$ cat src/rtl/multdiv_pkg.sv
// Shared types and constants for the multiply/divide controller.
// The latency constants are cycles from the start cycle to the result_rdy cycle.
package multdiv_pkg;

    localparam int WIDTH    = 32;
    localparam int ITERS    = 32;
    localparam int CNT_W    = $clog2(ITERS);
    localparam int MULT_LAT = 33;
    localparam int DIV_LAT  = 36;
    localparam int DIVZ_LAT = 1;

    typedef enum logic [2:0] {
        ST_IDLE   = 3'd0,
        ST_MULT   = 3'd1,
        ST_PREP_A = 3'd2,
        ST_PREP_B = 3'd3,
        ST_DIV    = 3'd4,
        ST_FIX    = 3'd5,
        ST_DONE   = 3'd6
    } state_t;

    // Conditional one's complement; paired with cin=inv it yields a conditional negate.
    function automatic logic [WIDTH-1:0] cond_inv(input logic [WIDTH-1:0] v, input logic inv);
        return inv ? ~v : v;
    endfunction

endpackage

$ cat src/rtl/multdiv_ctrl_add32.sv
// Single 32-bit adder shared by every multiply and divide step.
// Subtraction is performed by the caller as a + ~b with cin=1.
module add32 (
    input  logic [31:0] a,
    input  logic [31:0] b,
    input  logic        cin,
    output logic [31:0] sum,
    output logic        cout
);

    assign {cout, sum} = {1'b0, a} + {1'b0, b} + {32'b0, cin};

endmodule

$ cat src/rtl/multdiv_ctrl.sv
// Multi-cycle signed 32-bit multiply (radix-2 Booth) / divide (restoring) unit
// that time-shares one add32 instance across every arithmetic step.
module multdiv_ctrl
    import multdiv_pkg::*;
(
    input  logic             clock,
    input  logic             reset,
    input  logic             ctrl_mult,
    input  logic             ctrl_div,
    input  logic [WIDTH-1:0] operand_a,
    input  logic [WIDTH-1:0] operand_b,
    output logic [WIDTH-1:0] result,
    output logic             exception,
    output logic             result_rdy,
    output logic             busy
);

    localparam logic [CNT_W-1:0] LAST_ITER = CNT_W'(ITERS - 1);

    state_t state, state_next;
    logic [CNT_W-1:0] iter;

    // m_reg: multiplicand, or divisor magnitude. hi_reg: Booth high half, or
    // the divide remainder. lo_reg: multiplier/product low half, or quotient.
    logic [WIDTH-1:0] m_reg;
    logic [WIDTH-1:0] hi_reg;
    logic [WIDTH-1:0] lo_reg;
    logic             qm1_reg;
    logic             neg_reg;
    logic [WIDTH-1:0] result_reg;
    logic             exception_reg;

    logic             start;
    logic             start_divz;
    logic             last_iter;
    logic [1:0]       booth;

    logic [WIDTH-1:0] add_x;
    logic [WIDTH-1:0] add_y;
    logic             add_cin;
    logic [WIDTH-1:0] add_sum;
    logic             add_cout;
    logic             add_top;

    logic [WIDTH-1:0] mult_hi_next;
    logic [WIDTH-1:0] mult_lo_next;
    logic             div_accept;

    assign start      = ((state == ST_IDLE) || (state == ST_DONE)) && (ctrl_mult || ctrl_div);
    assign start_divz = !ctrl_mult && ctrl_div && (operand_b == '0);
    assign last_iter  = (iter == LAST_ITER);
    assign booth      = {lo_reg[0], qm1_reg};

    add32 u_add32 (
        .a    (add_x),
        .b    (add_y),
        .cin  (add_cin),
        .sum  (add_sum),
        .cout (add_cout)
    );

    // Operand mux for the shared adder, selected by state and Booth bits.
    always_comb begin
        add_x   = '0;
        add_y   = '0;
        add_cin = 1'b0;
        case (state)
            ST_MULT: begin
                add_x = hi_reg;
                if (booth == 2'b01) begin
                    add_y = m_reg;
                end else if (booth == 2'b10) begin
                    add_y   = ~m_reg;
                    add_cin = 1'b1;
                end
            end
            ST_PREP_A: begin
                add_y   = cond_inv(lo_reg, lo_reg[WIDTH-1]);
                add_cin = lo_reg[WIDTH-1];
            end
            ST_PREP_B: begin
                add_y   = cond_inv(m_reg, m_reg[WIDTH-1]);
                add_cin = m_reg[WIDTH-1];
            end
            ST_DIV: begin
                add_x   = {hi_reg[WIDTH-2:0], lo_reg[WIDTH-1]};
                add_y   = ~m_reg;
                add_cin = 1'b1;
            end
            ST_FIX: begin
                add_y   = cond_inv(lo_reg, neg_reg);
                add_cin = neg_reg;
            end
            default: ;
        endcase
    end

    // True 33rd sum bit of the sign-extended operands: shifting this in instead
    // of sum[31] keeps hi exact when +/-a overflows 32 bits (a = 0x80000000).
    assign add_top      = add_x[WIDTH-1] ^ add_y[WIDTH-1] ^ add_cout;
    assign mult_hi_next = {add_top, add_sum[WIDTH-1:1]};
    assign mult_lo_next = {add_sum[0], lo_reg[WIDTH-1:1]};

    // The shifted remainder's bit 32 is hi_reg[31]; if set, the trial always fits.
    assign div_accept   = add_cout | hi_reg[WIDTH-1];

    always_ff @(posedge clock or posedge reset) begin
        if (reset) begin
            state <= ST_IDLE;
            iter  <= '0;
        end else begin
            state <= state_next;
            if ((state == ST_MULT) || (state == ST_DIV)) begin
                iter <= iter + CNT_W'(1);
            end
        end
    end

    always_comb begin
        state_next = state;
        case (state)
            ST_IDLE, ST_DONE: begin
                if (start) begin
                    if (ctrl_mult)       state_next = ST_MULT;
                    else if (start_divz) state_next = ST_DONE;
                    else                 state_next = ST_PREP_A;
                end else if (state == ST_DONE) begin
                    state_next = ST_IDLE;
                end
            end
            ST_MULT:   if (last_iter) state_next = ST_DONE;
            ST_PREP_A: state_next = ST_PREP_B;
            ST_PREP_B: state_next = ST_DIV;
            ST_DIV:    if (last_iter) state_next = ST_FIX;
            ST_FIX:    state_next = ST_DONE;
            default:   state_next = ST_IDLE;
        endcase
    end

    always_comb begin
        busy       = !((state == ST_IDLE) || (state == ST_DONE));
        result_rdy = (state == ST_DONE);
    end

    always_ff @(posedge clock or posedge reset) begin
        if (reset) begin
            m_reg         <= '0;
            hi_reg        <= '0;
            lo_reg        <= '0;
            qm1_reg       <= 1'b0;
            neg_reg       <= 1'b0;
            result_reg    <= '0;
            exception_reg <= 1'b0;
        end else if (start) begin
            m_reg         <= ctrl_mult ? operand_a : operand_b;
            lo_reg        <= ctrl_mult ? operand_b : operand_a;
            hi_reg        <= '0;
            qm1_reg       <= 1'b0;
            neg_reg       <= operand_a[WIDTH-1] ^ operand_b[WIDTH-1];
            result_reg    <= '0;
            exception_reg <= start_divz;
        end else begin
            case (state)
                ST_MULT: begin
                    hi_reg  <= mult_hi_next;
                    lo_reg  <= mult_lo_next;
                    qm1_reg <= lo_reg[0];
                    if (last_iter) begin
                        result_reg    <= mult_lo_next;
                        exception_reg <= (mult_hi_next != {WIDTH{mult_lo_next[WIDTH-1]}});
                    end
                end
                ST_PREP_A: lo_reg <= add_sum;
                ST_PREP_B: m_reg  <= add_sum;
                ST_DIV: begin
                    if (div_accept) begin
                        hi_reg <= add_sum;
                        lo_reg <= {lo_reg[WIDTH-2:0], 1'b1};
                    end else begin
                        hi_reg <= {hi_reg[WIDTH-2:0], lo_reg[WIDTH-1]};
                        lo_reg <= {lo_reg[WIDTH-2:0], 1'b0};
                    end
                end
                ST_FIX: begin
                    result_reg    <= add_sum;
                    // Only 0x80000000 / -1 yields a positive quotient with bit 31 set.
                    exception_reg <= !neg_reg && lo_reg[WIDTH-1];
                end
                default: ;
            endcase
        end
    end

    assign result    = result_reg;
    assign exception = exception_reg;

endmodule

$ cat config.mk
export PLATFORM = sky130hd
export DESIGN_NAME = multdiv_ctrl
export DESIGN_NICKNAME = d
export VERILOG_FILES = /design/src/rtl/multdiv_pkg.sv /design/src/rtl/multdiv_ctrl_add32.sv /design/src/rtl/multdiv_ctrl.sv
export SDC_FILE = /design/constraint.sdc
export NUM_CORES = 1
export LEC_CHECK = 0
export CORE_ASPECT_RATIO = 0.8
export CORE_MARGIN = 5
export CORE_UTILIZATION = 53
export DETAILED_ROUTE_END_ITERATION = 7
export PLACE_DENSITY = 0.76
export SLEW_MARGIN = 40
export SYNTH_ARGS = -nofsm -noshare
export SYNTH_HDL_FRONTEND = slang
export SYNTH_SLANG_ARGS = --single-unit
$ cat constraint.sdc
create_clock -name clock -period 5.7 [get_ports clock]
set_input_delay 1.14 -clock clock [delete_from_list [all_inputs] [get_ports clock]]
set_output_delay 1.14 -clock clock [all_outputs]
set_load 0.02 [all_outputs]
* After elaboration in Yosys (flattened, before gate mapping)
Index checks and enable logic that the tools add are counted.
** Word-level totals
- Output and inout port bits :: 35
- Word-level logic and storage cells :: 87
- Flip-flop bits (word level) :: 139
** Operators by class
- Muxes and demuxes :: 35
- Bitwise logic cells :: 6
- Eq/ne operators :: 14
- Reductions and logical operators :: 20
- Add/sub/neg operators :: 3
** Operator list (count)
- two-way mux 32 bit :: 14
- one-hot mux 32 bit (2 select lines) :: 3
- one-hot mux 32 bit (5 select lines) :: 1
- one-hot mux 32 bit (3 select lines) :: 1
- NOT 32 bit :: 2
- adder 32 x 32 -> 33 bit :: 1
- adder 33 x 1 -> 33 bit :: 1
- zero test 32 bit :: 1
- != test 32 bit :: 1
- two-way mux 3 bit :: 6
- one-hot mux 3 bit (6 select lines) :: 1
- equality test 3 bit (second input constant) :: 3
- two-way mux 1 bit :: 7
- equality test 3 x 2 -> 1 bit (second input constant) :: 2
- != test 3 bit (second input constant) :: 2
- nonzero test 3 bit :: 2
- adder 5 x 1 -> 5 bit (second input constant) :: 1
- equality test 5 bit (second input constant) :: 1
- one-hot mux 1 bit (5 select lines) :: 1
- logical AND 1 bit :: 4
- != test 2 bit (second input constant) :: 2
- nonzero test 2 bit :: 2
- nonzero test 4 bit :: 1
- equality test 3 x 1 -> 1 bit (second input constant) :: 1
- other kinds (11) :: 17

* Logic depth before layout (Yosys ltp)
- Word-level depth :: 11
- Depth in mapped cells :: 22
- Gate-level depth less buffers :: 18

* Hierarchy
Synthesis repeated with hierarchy kept, for this count alone.
** Second synthesis, totals
- Cell total of the unflattened synthesis :: 1515
- Area total of the unflattened synthesis :: 11644.9 µm²
** By module, submodules not included
- multdiv_ctrl :: sequential area each 3478.3 µm², instances 1, cells an instance 1271, area each 9894.5 µm²
- add32 :: sequential area each 0.0 µm², instances 1, cells an instance 244, area each 1750.4 µm²

* Worst setup path before layout
No wires, ideal clock.
- Path kind :: register to register
- Start :: register state[1]
- End :: register exception_reg, in the netlist exception
- Arrival :: 4982 ps
- Stages on the path, launching flop included :: 20
- Data required time :: 5566 ps
- Path buffers :: 2
- Slack :: 584 ps
- Period minus slack after synthesis :: 5116 ps
- Cells stage by stage :: dfrtp_1 -> clkbuf_1 -> inv_1 -> nor3_1 -> a22oi_1 -> clkbuf_1 -> o221ai_1 -> a21oi_1 -> fa_1 -> fa_1 -> nand2b_1 -> a21oi_2 -> o21a_1 -> nor2_1 -> o21ai_0 -> a31oi_1 -> xor2_1 -> or4b_2 -> a221oi_2 -> a31oi_1
** On the way
- Cells in the longest elaborated chain, start to end :: 9
** RTL lines
- start: declaration :: line multdiv_ctrl.sv:20 : state_t state, state_next;
- start signal: assignment :: line multdiv_ctrl.sv:112 : state <= state_next;
- equality test 3 bit (tied with other cells) :: line multdiv_ctrl.sv:67, multdiv_ctrl.sv:163
- one-hot mux 32 bit (5 select lines) or one-hot mux 32 bit (2 select lines) (tied branches) :: line multdiv_ctrl.sv:67 : case (state)
- adder 32 x 32 -> 33 bit :: line multdiv_ctrl_add32.sv:11 : assign {cout, sum} = {1'b0, a} + {1'b0, b} + {32'b0, cin};
- adder 33 x 1 -> 33 bit :: line multdiv_ctrl_add32.sv:11
- XOR 1 bit :: line multdiv_ctrl.sv:100 : assign add_top = add_x[WIDTH-1] ^ add_y[WIDTH-1] ^ add_cout;
- != test 32 bit :: line multdiv_ctrl.sv:170 : exception_reg <= (mult_hi_next != {WIDTH{mult_lo_next[WIDTH-1]}});
- two-way mux 1 bit :: line multdiv_ctrl.sv:168 : if (last_iter) begin
- one-hot mux 1 bit (2 select lines) :: line multdiv_ctrl.sv:163 : case (state)
- two-way mux 1 bit :: line multdiv_ctrl.sv:154 : end else if (start) begin
- end signal: assignment :: line multdiv_ctrl.sv:161 : exception_reg <= start_divz;
- end signal: assignment :: line multdiv_ctrl.sv:170
- end signal: assignment :: line multdiv_ctrl.sv:187 : exception_reg <= !neg_reg && lo_reg[WIDTH-1];
- end: declaration :: line multdiv_ctrl.sv:31 : logic exception_reg;
Parallel ways exist; a longest one is shown, timed or not. The select of a mux whose other input is x is not followed.
A chain may end at the register's enable or synchronous reset.

* Final worst setup path
- Start :: register state[1]
- End :: register hi_reg[30]
** On the way
- Cells in the longest elaborated chain, start to end :: 8
** RTL lines
- equality test 3 bit (tied with other cells) :: line multdiv_ctrl.sv:67
- one-hot mux 32 bit (5 select lines) or one-hot mux 32 bit (2 select lines) (tied branches) :: line multdiv_ctrl.sv:67
- adder 32 x 32 -> 33 bit :: line multdiv_ctrl_add32.sv:11
- adder 33 x 1 -> 33 bit :: line multdiv_ctrl_add32.sv:11
- OR 1 bit :: line multdiv_ctrl.sv:105 : assign div_accept = add_cout | hi_reg[WIDTH-1];
- two-way mux 32 bit :: line multdiv_ctrl.sv:176 : if (div_accept) begin
- one-hot mux 32 bit (2 select lines) :: line multdiv_ctrl.sv:163
- two-way mux 32 bit :: line multdiv_ctrl.sv:154
- end signal: assignment :: line multdiv_ctrl.sv:165 : hi_reg <= mult_hi_next;
- end signal: assignment :: line multdiv_ctrl.sv:177 : hi_reg <= add_sum;
- end signal: assignment :: line multdiv_ctrl.sv:180 : hi_reg <= {hi_reg[WIDTH-2:0], lo_reg[WIDTH-1]};
- end: declaration :: line multdiv_ctrl.sv:26 : logic [WIDTH-1:0] hi_reg;
Parallel ways exist; a longest one is shown, timed or not.

==> impl_metrics.csv <==
group,metric,value,unit
critical_path,r2r_start,"state[1]$_DFFE_PP0P_",
floorplan,dieArea,0.0235,sq mm
grt,grt_pass1_vias,10500,
hold_path,hp-class,"reg -> reg",
detailed_routing,ant_nets,0,
synthesis,synth_seq_cells,139,
floorplan,die_h,138,um
clocking,cts_buffer_depth,2,
grt,overflow,0,
detailed_routing,vias,11400,
critical_path,regToRegSetupSlack,0.44,ns
sta,setup_viol,0,
grt,antenna_found_initial,0,
detailed_routing,wirelength,37200,um
synthesis,async_flop_share,1.00,
hold_path,whs_endpoint,"iter[3]$_DFFE_PP0P_",
critical_path,critPathCaptureType,"flip-flop",
clocking,cts_resized,0,
critical_path,reg2reg_depth,18,
critical_path,cp.required,5.99,ns
place,dp_hpwl,26200,um
sta,fin_crit,5.26,ns
clocking,clock_sinks,139,
grt,grt_usage,0.308,
grt,grt_pass1_wl,58700,um
synthesis,syn_inst,1377,
sta,hold_violations,0,
final_layout,fillers,1734,
final_layout,synthToLayoutAreaGrowth,18.6,%
floorplan,core-area,0.0200,sq mm
clocking,cts-buffers-inserted,17,
detailed_routing,vias_per_cell,6.62,
hold_path,holdPathStages,1,
synthesis,synth_nets,1481,
critical_path,crit_arrival,5.55,ns
clocking,path_clk_slew,0.07,ns
sta,slew_viol_final,0,
synthesis,syn_area,0.0109,sq mm
run_status,status,"finished clean",
final_layout,layout-drive-gt1-share,0.0901,
sta,slew_headroom,0.371,
sta,fmax,190,MHz
sta,fin_crit_sh,0.922,
clocking,cts_tree,"yes",
synthesis,ys_types,78,
hold_path,worstHoldStart,"iter[3]$_DFFE_PP0P_",
clocking,clk_latency,0.44,ns
sta,tightest_slew,0.937,ns
sta,tns,0,ns
clocking,cts_root_buffer,"clkbuf_16",
critical_path,crit_type,"reg -> reg",
synthesis,syn_avg_cell_area,7.90,sq um
synthesis,yosys_most_used_dff,"dfrtp_1",
clocking,cts_max_level,4,
detailed_routing,drt-wirelength-per-cell,21.7,um
floorplan,die_w,170,um
grt,grt_max_degree,99,
floorplan,start_util,0.543,
critical_path,start_kind,"flip-flop",
final_layout,final_nets,1545,
sta,skew,0.0157,ns
synthesis,yosys_warnings,0,
floorplan,ios,103,
run,drv_cap,0,
clocking,post_cts_buffers,0,
floorplan,rows,46,
detailed_routing,drt_pre_antenna_iters,7,
synthesis,synth-edff-count,0,
detailed_routing,remaining_drc_errors,0,
critical_path,path_max_fanout,23,
place,gp_congestion,0.947,
final_layout,antennaDiodeCount,0,
critical_path,r2r-end,"hi_reg[30]$_DFFE_PP0P_",
synthesis,synth-seq-area-share,0.320,
clocking,hold_buffers,0,
sta,rsz0062_at_grt,"false",
place,portBuffers,102,
detailed_routing,drt_first_iter_violations,1465,
## worst max-delay path: stages, from the launching register on
cell,delay [ns]
dfrtp_1,0.60
nor2b_1,0.22
and2_1,0.23
a22oi_2,0.29
buf_4,0.33
nor2_1,0.07
a21oi_1,0.12
o211ai_1,0.15
ha_1,0.43
a21oi_1,0.29
nand2b_1,0.09
o22ai_1,0.32
o32a_1,0.29
o21ai_1,0.10
a21oi_1,0.41
o21a_1,0.76
nor2_1,0.08
a211oi_1,0.24
a31oi_1,0.07
## worst max path at each step
stage,start,to,slack [ns],depth (start not counted)
final,state[1]$_DFFE_PP0P_,hi_reg[30]$_DFFE_PP0P_,0.44,18
after global routing,state[1]$_DFFE_PP0P_,hi_reg[30]$_DFFE_PP0P_,0.07,18
after CTS,state[0]$_DFFE_PP0P_,exception$_DFFE_PP0P_,0.50,17
after detailed placement,state[0]$_DFFE_PP0P_,exception$_DFFE_PP0P_,0.55,17
after global placement,state[0]$_DFFE_PP0P_,exception$_DFFE_PP0P_,0.65,17
after floorplan,state[1]$_DFFE_PP0P_,exception$_DFFE_PP0P_,0.58,19
## layout make-up
cell class | count | area (sq um) | area share
Clock buffer | 19 | 443 | 0.0343
Timing Repair Buffer | 156 | 1470 | 0.114
Multi-Input combinational cell | 1116 | 7000 | 0.542
Inverter | 11 | 48.8 | 0.00378
Sequential cell | 139 | 3480 | 0.270
Tap cell | 264 | 330 | 0.0256
Clock inverter | 13 | 133 | 0.0103
## routing by layer
metal	track usage	vias up	routed length, um
met5	0	-	0
met1	0.437	5319	15500
met4	0.129	0	1760
met3	0.0750	121	3970
li1	-	5266	-
met2	0.449	674	16000
## metrics by stage
stage | util | area (sq um) | setup WS [ns] | cells | hold slack [ns]
2_1_floorplan | - | 10900 | 0.584 | 1377 | 0.438
3_3_place_gp | 0.612 | 12300 | 0.650 | 1684 | 0.460
3_5_place_dp | 0.616 | 12300 | 0.552 | 1686 | 0.455
4_1_cts | 0.644 | 12900 | 0.504 | 1718 | 0.468
5_1_grt | 0.644 | 12900 | 0.0689 | 1718 | 0.503
6_report | 0.644 | 12900 | 0.442 | 1718 | 0.467
## cells by family (layout without fill, tap and decap cells)
kind of cell / count (synthesis) / count (layout) / share of synthesized area
xor+xnor: 33 / 33 / 0.0280
fa+ha+maj: 36 / 36 / 0.0428
mux: 75 / 75 / 0.0696
compound gates: 531 / 531 / 0.315
flops: 139 / 139 / 0.320
simple gates: 441 / 441 / 0.179
buf+inv: 122 / 199 / 0.0461
## placed cells by master (no fill, tap or decap), types with 13 or more instances in the layout
cell,instances
a22o_1,32
nand2_1,179
nor2_1,133
o221ai_1,30
o211ai_1,32
clkbuf_16,17
nand3_1,42
xnor2_1,14
a21o_1,13
buf_4,51
a22oi_1,27
ha_1,34
o21ai_0,149
xor2_1,16
mux2i_1,70
a311oi_1,27
a21oi_1,142
clkdlybuf4s50_1,101
dfrtp_1,139
## cell usage after synthesis (3+ instances only)
cell type    n  area share
a211o_1      3      0.0024
a211oi_1     7      0.0048
a21o_1      13      0.0090
a21oi_1    143       0.066
a221o_1      4      0.0037
a221oi_1     9      0.0072
a22o_1      32       0.026
a22oi_1     28       0.019
a311oi_1    27       0.022
a31oi_1      8      0.0046
and2_1       4      0.0023
and3_1       7      0.0040
buf_1        8      0.0028
clkbuf_1    96       0.033
dfrtp_1    139        0.32
ha_1        34       0.039
inv_1       11      0.0038
mux2_2       5      0.0052
mux2i_1     70       0.064
nand2_1    180       0.062
nand2b_1     7      0.0040
nand3_1     42       0.019
nand4_1     11      0.0063
nor2_1     138       0.048
nor2b_1      8      0.0046
nor3_1       9      0.0041
nor4_1       9      0.0052
o211ai_1    32       0.022
o21a_1       9      0.0062
o21ai_0    150       0.069
o21ai_1      6      0.0028
o221ai_1    30       0.024
o31ai_1      3      0.0021
or3_1        4      0.0023
or4_1        6      0.0041
xnor2_1     15       0.012
xor2_1      16       0.013
Power is left out: the tool's default activity adds up to more than one toggle a clock period on the data nets, which glitch-free logic cannot reach.
